--- config.mk ---
export PLATFORM = sky130hd
export DESIGN_NAME = branch_predictor_flat
export DESIGN_NICKNAME = d
export VERILOG_FILES = /design/src/rtl/branch_predictor_if.sv /design/src/rtl/branch_predictor.sv /design/src/flat_wrapper.sv
export SDC_FILE = /design/constraint.sdc
export NUM_CORES = 1
export LEC_CHECK = 0
export CELL_PAD_IN_SITES_DETAIL_PLACEMENT = 1
export CELL_PAD_IN_SITES_GLOBAL_PLACEMENT = 2
export CORE_ASPECT_RATIO = 1.5
export CORE_UTILIZATION = 36
export DETAILED_ROUTE_END_ITERATION = 16
export PLACE_DENSITY_LB_ADDON = 0.25
export SLEW_MARGIN = 10
export SYNTH_ARGS = -nofsm -noshare
export SYNTH_HDL_FRONTEND = slang
export SYNTH_SLANG_ARGS = --single-unit
--- constraint.sdc ---
create_clock -name clk -period 4.77 [get_ports clk]
set_clock_uncertainty 0.2 [all_clocks]
set_input_delay 0.954 -clock clk [delete_from_list [all_inputs] [get_ports clk]]
set_output_delay 0.954 -clock clk [all_outputs]
set_load 0.02 [all_outputs]
--- src/rtl/branch_predictor_if.sv ---
// Pipeline <-> direction predictor connection: FD lookup, X-stage training,
// enable/clear controls and the statistics readout.
// ENTRIES and STAT_WIDTH must match the predictor instance this connects to.
interface branch_predictor_if #(
    parameter int ENTRIES    = 32,
    parameter int STAT_WIDTH = 32
);
    localparam int IDX_W = $clog2(ENTRIES);

    logic                  bp_enable;
    logic                  guess_valid;
    logic [31:0]           guess_pc;
    logic                  guess_taken;
    logic [IDX_W-1:0]      guess_idx;
    logic                  check_valid;
    logic [IDX_W-1:0]      check_idx;
    logic                  check_taken;
    logic                  check_pred;
    logic                  mispredict;
    logic                  clear_stats;
    logic [STAT_WIDTH-1:0] branch_count;
    logic [STAT_WIDTH-1:0] mispred_count;

    // Pipeline side: issues lookups, returns resolved outcomes.
    modport master (
        output bp_enable, guess_valid, guess_pc,
        output check_valid, check_idx, check_taken, check_pred, clear_stats,
        input  guess_taken, guess_idx, mispredict, branch_count, mispred_count
    );

    // Predictor side.
    modport slave (
        input  bp_enable, guess_valid, guess_pc,
        input  check_valid, check_idx, check_taken, check_pred, clear_stats,
        output guess_taken, guess_idx, mispredict, branch_count, mispred_count
    );
endinterface

--- src/rtl/branch_predictor.sv ---
// Saturating-counter direction predictor, bimodal (GHR_WIDTH=0) or gshare.
// Lookup is combinational from the current table state; training, the
// non-speculative global history and the statistics update on the clock edge.
// The counter table needs a whole-table reset and a zero-latency read, so it
// is built from per-entry registers rather than block RAM.
module branch_predictor #(
    parameter int ENTRIES    = 32,
    parameter int CNT_WIDTH  = 2,
    parameter int GHR_WIDTH  = 0,
    parameter int STAT_WIDTH = 32
) (
    input  logic              clk,
    input  logic              rst_n,
    branch_predictor_if.slave bp
);
    localparam int IDX_W = $clog2(ENTRIES);
    localparam logic [CNT_WIDTH-1:0] CNT_INIT = CNT_WIDTH'((1 << (CNT_WIDTH - 1)) - 1);
    localparam logic [CNT_WIDTH-1:0] CNT_MAX  = {CNT_WIDTH{1'b1}};

    logic [CNT_WIDTH-1:0]  table_q [ENTRIES];
    logic [IDX_W-1:0]      pc_idx;
    logic [IDX_W-1:0]      ghr_ext;
    logic [IDX_W-1:0]      lookup_idx;
    logic [CNT_WIDTH-1:0]  train_cur;
    logic [CNT_WIDTH-1:0]  train_next;
    logic                  train_en;
    logic                  mispredict_int;
    logic [STAT_WIDTH-1:0] branch_count_reg;
    logic [STAT_WIDTH-1:0] mispred_count_reg;

    assign train_en       = bp.check_valid & bp.bp_enable;
    assign mispredict_int = train_en & (bp.check_taken != bp.check_pred);
    assign pc_idx         = bp.guess_pc[IDX_W+1:2];

    // Global history: absent for bimodal, otherwise shifted with each resolved branch.
    if (GHR_WIDTH == 0) begin : g_bimodal
        assign ghr_ext = '0;
    end else begin : g_gshare
        logic [GHR_WIDTH-1:0] ghr_reg;
        logic [GHR_WIDTH-1:0] ghr_next;

        if (GHR_WIDTH == 1) begin : g_ghr1
            assign ghr_next = bp.check_taken;
        end else begin : g_ghrn
            assign ghr_next = {ghr_reg[GHR_WIDTH-2:0], bp.check_taken};
        end

        if (GHR_WIDTH == IDX_W) begin : g_full
            assign ghr_ext = ghr_reg;
        end else begin : g_pad
            assign ghr_ext = {{(IDX_W - GHR_WIDTH){1'b0}}, ghr_reg};
        end

        // History shifts only on resolved, enabled branches (non-speculative).
        always_ff @(posedge clk or negedge rst_n) begin
            if (!rst_n) begin
                ghr_reg <= '0;
            end else if (train_en) begin
                ghr_reg <= ghr_next;
            end
        end
    end

    assign lookup_idx = pc_idx ^ ghr_ext;

    // Saturating step for the entry being trained; shared by all entries.
    assign train_cur = table_q[bp.check_idx];
    always_comb begin
        train_next = train_cur;
        if (bp.check_taken) begin
            if (train_cur != CNT_MAX) begin
                train_next = train_cur + 1'b1;
            end
        end else begin
            if (train_cur != '0) begin
                train_next = train_cur - 1'b1;
            end
        end
    end

    for (genvar gi = 0; gi < ENTRIES; gi++) begin : g_entry
        logic [CNT_WIDTH-1:0] cnt_reg;

        // Each counter resets weakly not-taken and loads the trained value when addressed.
        always_ff @(posedge clk or negedge rst_n) begin
            if (!rst_n) begin
                cnt_reg <= CNT_INIT;
            end else if (train_en && (bp.check_idx == IDX_W'(gi))) begin
                cnt_reg <= train_next;
            end
        end

        assign table_q[gi] = cnt_reg;
    end

    // Statistics: clear wins over increment; counts wrap naturally.
    always_ff @(posedge clk or negedge rst_n) begin
        if (!rst_n) begin
            branch_count_reg  <= '0;
            mispred_count_reg <= '0;
        end else if (bp.clear_stats) begin
            branch_count_reg  <= '0;
            mispred_count_reg <= '0;
        end else if (train_en) begin
            branch_count_reg <= branch_count_reg + 1'b1;
            if (mispredict_int) begin
                mispred_count_reg <= mispred_count_reg + 1'b1;
            end
        end
    end

    // Lookup reads the pre-update table, so same-cycle training is seen next cycle.
    assign bp.guess_idx     = lookup_idx;
    assign bp.guess_taken   = bp.bp_enable & bp.guess_valid & table_q[lookup_idx][CNT_WIDTH-1];
    assign bp.mispredict    = mispredict_int;
    assign bp.branch_count  = branch_count_reg;
    assign bp.mispred_count = mispred_count_reg;
endmodule

--- src/flat_wrapper.sv ---
// flat-port wrapper written by rule: the top's interface ports become plain ports
module branch_predictor_flat 
#(
    parameter int ENTRIES    = 32,
    parameter int CNT_WIDTH  = 2,
    parameter int GHR_WIDTH  = 0,
    parameter int STAT_WIDTH = 32
)
  (clk, rst_n, bp_bp_enable, bp_guess_valid, bp_guess_pc, bp_check_valid, bp_check_idx, bp_check_taken, bp_check_pred, bp_clear_stats, bp_guess_taken, bp_guess_idx, bp_mispredict, bp_branch_count, bp_mispred_count);
  branch_predictor_if #(.ENTRIES(ENTRIES), .STAT_WIDTH(STAT_WIDTH)) bp_i ();
  input  logic clk;
  input  logic rst_n;
  input wire logic [$bits(bp_i.bp_enable)-1:0] bp_bp_enable;
  input wire logic [$bits(bp_i.guess_valid)-1:0] bp_guess_valid;
  input wire logic [$bits(bp_i.guess_pc)-1:0] bp_guess_pc;
  input wire logic [$bits(bp_i.check_valid)-1:0] bp_check_valid;
  input wire logic [$bits(bp_i.check_idx)-1:0] bp_check_idx;
  input wire logic [$bits(bp_i.check_taken)-1:0] bp_check_taken;
  input wire logic [$bits(bp_i.check_pred)-1:0] bp_check_pred;
  input wire logic [$bits(bp_i.clear_stats)-1:0] bp_clear_stats;
  output wire logic [$bits(bp_i.guess_taken)-1:0] bp_guess_taken;
  output wire logic [$bits(bp_i.guess_idx)-1:0] bp_guess_idx;
  output wire logic [$bits(bp_i.mispredict)-1:0] bp_mispredict;
  output wire logic [$bits(bp_i.branch_count)-1:0] bp_branch_count;
  output wire logic [$bits(bp_i.mispred_count)-1:0] bp_mispred_count;
  assign bp_i.bp_enable = bp_bp_enable;
  assign bp_i.guess_valid = bp_guess_valid;
  assign bp_i.guess_pc = bp_guess_pc;
  assign bp_i.check_valid = bp_check_valid;
  assign bp_i.check_idx = bp_check_idx;
  assign bp_i.check_taken = bp_check_taken;
  assign bp_i.check_pred = bp_check_pred;
  assign bp_i.clear_stats = bp_clear_stats;
  assign bp_guess_taken = bp_i.guess_taken;
  assign bp_guess_idx = bp_i.guess_idx;
  assign bp_mispredict = bp_i.mispredict;
  assign bp_branch_count = bp_i.branch_count;
  assign bp_mispred_count = bp_i.mispred_count;
  branch_predictor #(.ENTRIES(ENTRIES), .CNT_WIDTH(CNT_WIDTH), .GHR_WIDTH(GHR_WIDTH), .STAT_WIDTH(STAT_WIDTH)) u_core (.clk(clk), .rst_n(rst_n), .bp(bp_i));
endmodule
[Word level (Yosys, flattened, before mapping)]
Cells that the tools add are included.
Cells by class
  $add $sub $neg: 4
  order comparisons: 2
  eq/ne operators: 33
  multiplexer cells: 14
  bitwise operators: 6
  reduce and logical (&&, ||, !) cells: 37
Operator list (count)
  $mux 32: 5
  $eq 5x5->1 const B: 16
  $add 32x1->32 const B: 2
  $eq 5x4->1 const B: 8
  $logic_and 1x1->1: 32
  $bmux 2 s5: 2
  $eq 5x3->1 const B: 4
  $mux 2: 7
  $ge 6x6->1 const B: 2
  $not 5->6: 2
  $eq 5x2->1 const B: 2
  $reduce_bool 2->1: 3
  $eq 5x1->1 const B: 1
  $logic_not 5->1: 1
  $and 1x1->1: 4
  $add 2x1->2 const B: 1
  $ne 2x2->1 const B: 1
  $reduce_and 2->1: 1
  $sub 2x1->2 const B: 1
  $ne 1x1->1: 1
Word-level totals
  register bits: 128
  logic and storage cells: 130

[Logic depth before layout (Yosys ltp)]
  depth in word-level cells: 7
  depth in mapped cells: 9
  mapped depth without buffers: 7

[Worst setup path before layout]
Ideal clock, no wire load.
  kind: input-to-output
  start point: input bp_guess_pc[2]
  end point: output bp_guess_taken
  arrival time: 2.625 ns
  slack: 0.991 ns
  stages on the path: 5
  path buffers: 1
  path through: clkbuf_1 mux4_2 mux4_2 mux2i_1 nor2_1
On the way
  longest elaborated chain between the ends: 5
RTL lines
  start, declared: RTL line flat_wrapper.sv:15  | input wire logic [$bits(bp_i.guess_pc)-1:0] bp_guess_pc;
  $not 5->6 (implied by the code): RTL line branch_predictor.sv:114  | assign bp.guess_taken = bp.bp_enable & bp.guess_valid & table_q[lookup_idx][CNT_WIDTH-1];
  $bmux 2 s5: RTL line branch_predictor.sv:114
  $mux 2 (implied by the code) (2 in a row): RTL line branch_predictor.sv:114
  $and 1x1->1: RTL line branch_predictor.sv:114
  end, declared: RTL line flat_wrapper.sv:21  | output wire logic [$bits(bp_i.guess_taken)-1:0] bp_guess_taken;
No other way between the ends. The select of a mux whose other input is x is not followed.

[Worst setup path in the final report]
Same ends and word-level chain as after synthesis.

==> impl_metrics.env <==
export IMPL_synth_xor_area_frac=0.06368
export IMPL_nFillCells=2049
export IMPL_p_per_area_nw_per_um2=330.4
export IMPL_synth_compound_area_frac=0.1114
export IMPL_status="finished clean"
export IMPL_drtPass1Iterations=4
export IMPL_die_area_sq_um=18890
export IMPL_area_growth_pct=25.28
export IMPL_synth_simple_area_share=0.2041
export IMPL_routed_wl_um=19320
export IMPL_hold_depth=2
export IMPL_synthAdderAreaFrac=0.003791
export IMPL_place_congestion=0.9460
export IMPL_seqPwrFrac=0.450
export IMPL_wl_met2_um=10100
export IMPL_grt_max_degree=76
export IMPL_largest_reg_flops=64
export IMPL_post_cts_buffers=0
export IMPL_rsz0062_at_grt="no"
export IMPL_crit_start="bp_guess_pc[2]"
export IMPL_p_sw_w=0.0006917
export IMPL_num_rows=60
export IMPL_h_tree_depth=4
export IMPL_yosysMostFrequentCell="nand2_1"
export IMPL_synth_top_area_frac=0.3639
export IMPL_crit_type="in -> out"
export IMPL_drtIter0Drc=250
export IMPL_dieHeight_um=167.9
export IMPL_synth_seq_cells=128
export IMPL_drv_cap=0
export IMPL_synth_area_mux_share=0.09458
export IMPL_clkPwrFrac=0.441
export IMPL_syn_inst=675
export IMPL_start_util=0.3679
export IMPL_layout_drive_gt1_share=0.1405
export IMPL_yosysSeqAreaShare=0.4913
export IMPL_grt_overflow=0
export IMPL_final_period_utilization=0.9747
export IMPL_power_internal_w=0.002041
export IMPL_tns_ns=0
export IMPL_antenna_found_initial=0
export IMPL_hold_path_class="reg -> reg"
export IMPL_r2r_setup_slack_ns=1.66
export IMPL_cts_sinks=128
export IMPL_synth_top_family_by_area="simple AND/OR/NAND/NOR gates"
export IMPL_num_vias=5530
export IMPL_track_usage=0.2197
export IMPL_wl_per_cell_um=19.45
export IMPL_ios=116
export IMPL_cts_inserted_buffers=17
export IMPL_grt_pass1_vias=5980
export IMPL_max_slew_margin_rel=0.3287
export IMPL_clk_latency_ns=0.42
export IMPL_finalWorstSetupSlack_ns=0.1208
export IMPL_grt_pass1_wl_um=31980
export IMPL_cts_buffer_depth=2
export IMPL_path_max_fanout=9
export IMPL_r2r_start="u_core.g_entry[8].cnt_reg[1]"
export IMPL_hold_start="u_core.g_entry[25].cnt_reg[0]"
export IMPL_vdd_ir_drop_max_uv=181.4
export IMPL_cts_tree="yes"
export IMPL_arrival_ns=3.50
export IMPL_power_w=0.002733
export IMPL_numPortBuffers=88
export IMPL_crit_required_ns=3.62
export IMPL_timing_rr_end="u_core.g_entry[31].cnt_reg[1]"
export IMPL_synth_edf_count=0
export IMPL_ys_warnings_count=0
export IMPL_whs_endpoint="u_core.g_entry[25].cnt_reg[0]"
export IMPL_finalSetupViolCount=0
export IMPL_p_leak_nw=3.227
export IMPL_final_util=0.4609
export IMPL_synth_top_cells_by_area="dfrtp_1 (36%), dfstp_2 (13%), nand2_1 (7.0%)"
export IMPL_r2r_cells=7
export IMPL_dr_max_layer_used="met4"
export IMPL_synth_top_area_cell="dfrtp_1"
export IMPL_cts_root_buffer="clkbuf_16"
export IMPL_place_ws_ns=0.07503
export IMPL_fin_nets=810
export IMPL_drcViolationCount=0
export IMPL_viasPerCell=5.569
export IMPL_synth_nets=722
export IMPL_combPwrFrac=0.109
export IMPL_yosysUniqueCellTypes=46
export IMPL_p_sw_frac=0.2531
export IMPL_synth_common_cells="nand2_1 (123), dfrtp_1 (96), nor2_1 (67), o21ai_0 (39)"
export IMPL_postSynthAreaPerCell_sq_um=9.780
export IMPL_synthArstFlopShare=1.000
export IMPL_synthFlopType="dfrtp_1"
export IMPL_cp_end_kind="output port"
export IMPL_met3_length_um=584
export IMPL_cp_start_kind="primary input"
export IMPL_synth_area_sq_um=6601
export IMPL_clk_pin_slew_ns=0.06
export IMPL_fmax_mhz=215.1
export IMPL_post_route_min_period_ns=4.649
export IMPL_drv_slew=0
export IMPL_hold_viol_final=0
export IMPL_ant_nets=0
export IMPL_die_width_um=112.6
export IMPL_dp_hpwl_um=14360
export IMPL_design_core_area_sq_um=17940
export IMPL_worst_pin_slew_ns=1.007
export IMPL_wl_met1_um=7756
export IMPL_insertedDiodeCount=0
## how the worst max path moves through the flow
stage	end	cells after the start
after floorplan	bp_guess_taken	5
after global placement	bp_guess_taken	7
after detailed placement	bp_guess_taken	7
after CTS	bp_guess_taken	7
after global routing	bp_guess_taken	7
final	bp_guess_taken	7
## critical path: stages
cell and delay [ns]:
clkdlybuf4s50_1 0.52, buf_12 0.15, mux4_2 0.49, mux4_2 0.53, mux2i_2 0.24, nor2_1 0.07
clkdlybuf4s50_1 0.54
## power groups by stage
stage	Sequential, W	Clock (W)	Combinational [W]
after detailed placement	0.00125	0	0.000301
after floorplan	0.00123	0	0.000185
after global placement	0.00124	0	0.000288
final	0.00123	0.00121	0.000297
after global routing	0.00124	0.00128	0.000329
after CTS	0.00123	0.00124	0.000302
## layout make-up
| class | count | area (sq um) | share of cell area |
|---|---|---|---|
| repair buffers | 104 | 1031 | 0.1247 |
| flip-flops and latches | 128 | 3243 | 0.3921 |
| clock inverters | 7 | 62.56 | 0.007564 |
| clock buffers | 25 | 475.5 | 0.05749 |
| well taps | 217 | 271.5 | 0.03283 |
| multi-input cells | 504 | 3157 | 0.3817 |
| inverters | 8 | 30.03 | 0.003631 |
## stage by stage
stage	cells	cell area, sq um	hold slack, ns
after floorplan	675	6601	0.2411
after global placement	961	7729	0.2514
after detailed placement	961	7729	0.2588
after CTS	993	8267	0.2657
after global routing	993	8270	0.2815
final	993	8270	0.2615
## logic make-up (layout without fill, tap and decap cells)
logic type      Yosys count  after routing
compound gates          118            118
xor+xnor                 48             48
fa+ha+maj                 2              2
buf+inv                  43            144
flops                   128            128
mux                      38             38
simple gates            298            298
## repair_timing
| item | in CTS | in global routing |
|---|---|---|
| resized for setup | 0 | 1 |
| hold buffers | 0 | 0 |
| endpoints found under the setup margin | 0 | 1 |
## cell usage in the layout (no fill, tap or decap), types with 2 or more instances in the layout
cell type	synthesis	layout
clkinv_2	0	5
nor2_2	2	2
nand2_1	123	123
a31oi_1	4	4
nor3_1	16	16
inv_1	7	7
buf_12	0	3
a21oi_1	19	19
nand3_1	31	31
o22ai_1	2	2
a22oi_1	2	2
xor2_1	21	21
o31ai_1	32	32
clkbuf_1	14	6
clkbuf_16	0	17
dfstp_2	32	32
or3_1	15	15
clkbuf_8	0	2
nor2b_1	9	9
mux2i_1	14	13
nor2_1	67	67
mux4_2	19	19
clkdlybuf4s50_1	0	86
nand2b_1	2	2
and2_1	2	2
mux2_2	5	5
and4_1	3	3
o21ai_1	10	10
o211ai_1	3	3
xnor2_1	27	27
nand4_1	11	11
and3_1	12	12
o21ai_0	39	39
ha_1	2	2
buf_4	8	14
dfrtp_1	96	96
## metal layers
layer | vias to the layer above | global-route usage
li1 | 2551 | -
met1 | 2796 | 0.2434
met2 | 134 | 0.3926
met3 | 49 | 0.04464
met4 | 0 | 0.1171
met5 | - | 0
Power figures use the tool's default switching activity.
==> patch, RTL diff (same settings) <==
`CNT_WIDTH` is set to 2 in 2 places; all go to 3.
--- a/src/rtl/branch_predictor.sv
+++ b/src/rtl/branch_predictor.sv
@@ -6,5 +6,5 @@
 module branch_predictor #(
     parameter int ENTRIES    = 32,
-    parameter int CNT_WIDTH  = 2,
+    parameter int CNT_WIDTH  = 3,
     parameter int GHR_WIDTH  = 0,
     parameter int STAT_WIDTH = 32
--- a/src/flat_wrapper.sv
+++ b/src/flat_wrapper.sv
@@ -3,5 +3,5 @@
 #(
     parameter int ENTRIES    = 32,
-    parameter int CNT_WIDTH  = 2,
+    parameter int CNT_WIDTH  = 3,
     parameter int GHR_WIDTH  = 0,
     parameter int STAT_WIDTH = 32
Formal check against the unedited RTL: same outputs for any inputs over 4 cycles, from zero or initial values and one cycle with rst_n low; that may be too few to reach the edited logic, so the function may still have changed.
==> patch against the unedited design <==
- setup slack got worse by 0.0018 ns
- combinational power rose by 91%
- first-iteration DRC count rose by 25%
- final cell count rose by 22%
- via count rose by 18%
- routed wire length rose by 23%
- cell area rose by 23%
- total power rose by 32%
- die area rose by 27%
- area after synthesis rose by 27%
- clock power rose by 14%
- sequential cell count rose by 32
- critical path type unchanged
- non-clock buffer count rose by 7
==> patch: results (changes against the unedited design) <==
- DRT Wirelength: 23700 µm (+23%)
- Top cells by area, synth: dfrtp_1 (29%), dfstp_2 (20%), nand2_1 (7.3%)
- Largest register FFs: 96 (+50%)
- Placer Congestion: 0.782 (-17%)
- DR iter-0 viols: 312 (+25%)
- Worst skew pair latency: 0.44 ns (+0.02 ns)
- Share of cells above drive strength 1: 19.5% (+5.5 points)
- GRT Overall Usage: 21.3% (-0.72 points)
- Status: completed
- Routed met2 length: 12800 µm (+27%)
- Grt met2 use: 39.0% (-0.29 points)
- Area Growth Syn to Fin: 21.5%
- Max IR drop VDD: 0.000238 V (+31%)
- Routing usage on met3: 3.79% (-0.68 points)
- DR vias: 6548 (+18%)
- Flop-to-flop setup slack: 1.53 ns (-0.13 ns)
- Met3 WL: 750 µm (+28%)
- Post-synth top cells: nand2_1 (163), dfrtp_1 (96), nor2_1 (75), dfstp_2 (64), nand3_1 (55)
- Final worst path period need: 4.65 ns (+0.00177 ns)
- Dpl cell area: 0.00959 mm² (+24%)
- Syn Inst Count: 832 (+23%)
- Power consumption: 3.61 mW (+32%)
- P_leak: 4.03 nW (+25%)
- Power Clock: 1.38 mW (+14%)
- Met1 Use GR: 24.1% (-0.21 points)
- Placed cells: 1176 (+22%)
- DRT met1 WL: 9460 µm (+22%)
- Synth unique cells: 58 (+26%)
- Final nets: 966 (+19%)
- Mapped Nets: 883 (+22%)
- Hold slack: 0.265 ns (+0.00361 ns)
- Vias in the first global route: 7146 (+19%)
- Sequential cell area fraction in the yosys report: 48.7% (-0.42 points)
- HPWL after DPL: 17200 µm (+20%)
- Largest net degree at the start of global routing: 90 (+18%)
- Place WS: 0.114 ns (+0.0390 ns)
-- patch: cell count changes after synthesis, moves of 10 or more --
cell	before	now
mux4_1	0	11
nand3_1	31	55
o21ai_1	10	30
dfstp_2	32	64
nand2_1	123	163
o31ai_1	32	1
xor2_1	21	31
o21ai_2	0	30
-- patch: final cells by class --
| class | instances | area, µm² | share of cell area, % |
|---|---|---|---|
| clock buffer | 24 | 492 | 4.83 |
| multi-input combinational | 611 | 3970 | 39.0 |
| tap | 280 | 350 | 3.44 |
| timing repair buffer | 111 | 1130 | 11.1 |
| inverter | 14 | 52.6 | 0.516 |
| clock inverter | 8 | 103 | 1.01 |
| sequential | 160 | 4080 | 40.1 |
-- patch: logic make-up (layout without fill, tap and decap cells) --
kind of cell,count (synthesis),in the layout,synth area share (%)
and+or+nand+nor,375,375,20.4
xor gates and xnor gates,56,56,5.85
muxes,43,43,9.98
buffers and inverters,61,157,4.03
DFF,160,160,48.7
AOI/OAI and AO/OA,131,131,10.1
adders and majority gates,6,6,0.895
-- patch: worst max-delay path: stages --
cell and delay [ns]:
clkdlybuf4s50_1 0.50, buf_12 0.16, mux4_2 0.51, mux4_2 0.53
mux2i_1 0.23, nor2_1 0.06, clkdlybuf4s50_1 0.54
-- patch: final timing paths --
path	from	endpoint	depth (start not counted)
setup / recovery	bp_guess_pc[2]	bp_guess_taken	7
hold / removal	u_core.g_entry[20].cnt_reg[0]	u_core.g_entry[20].cnt_reg[0]	2
setup reg to reg	u_core.g_entry[7].cnt_reg[0]	u_core.g_entry[3].cnt_reg[1]	12
hold reg to reg	u_core.g_entry[20].cnt_reg[0]	u_core.g_entry[20].cnt_reg[0]	2
max in group asynchronous	rst_n	u_core.g_entry[20].cnt_reg[0]	2
min in group asynchronous	rst_n	u_core.bp.mispred_count[8]	1
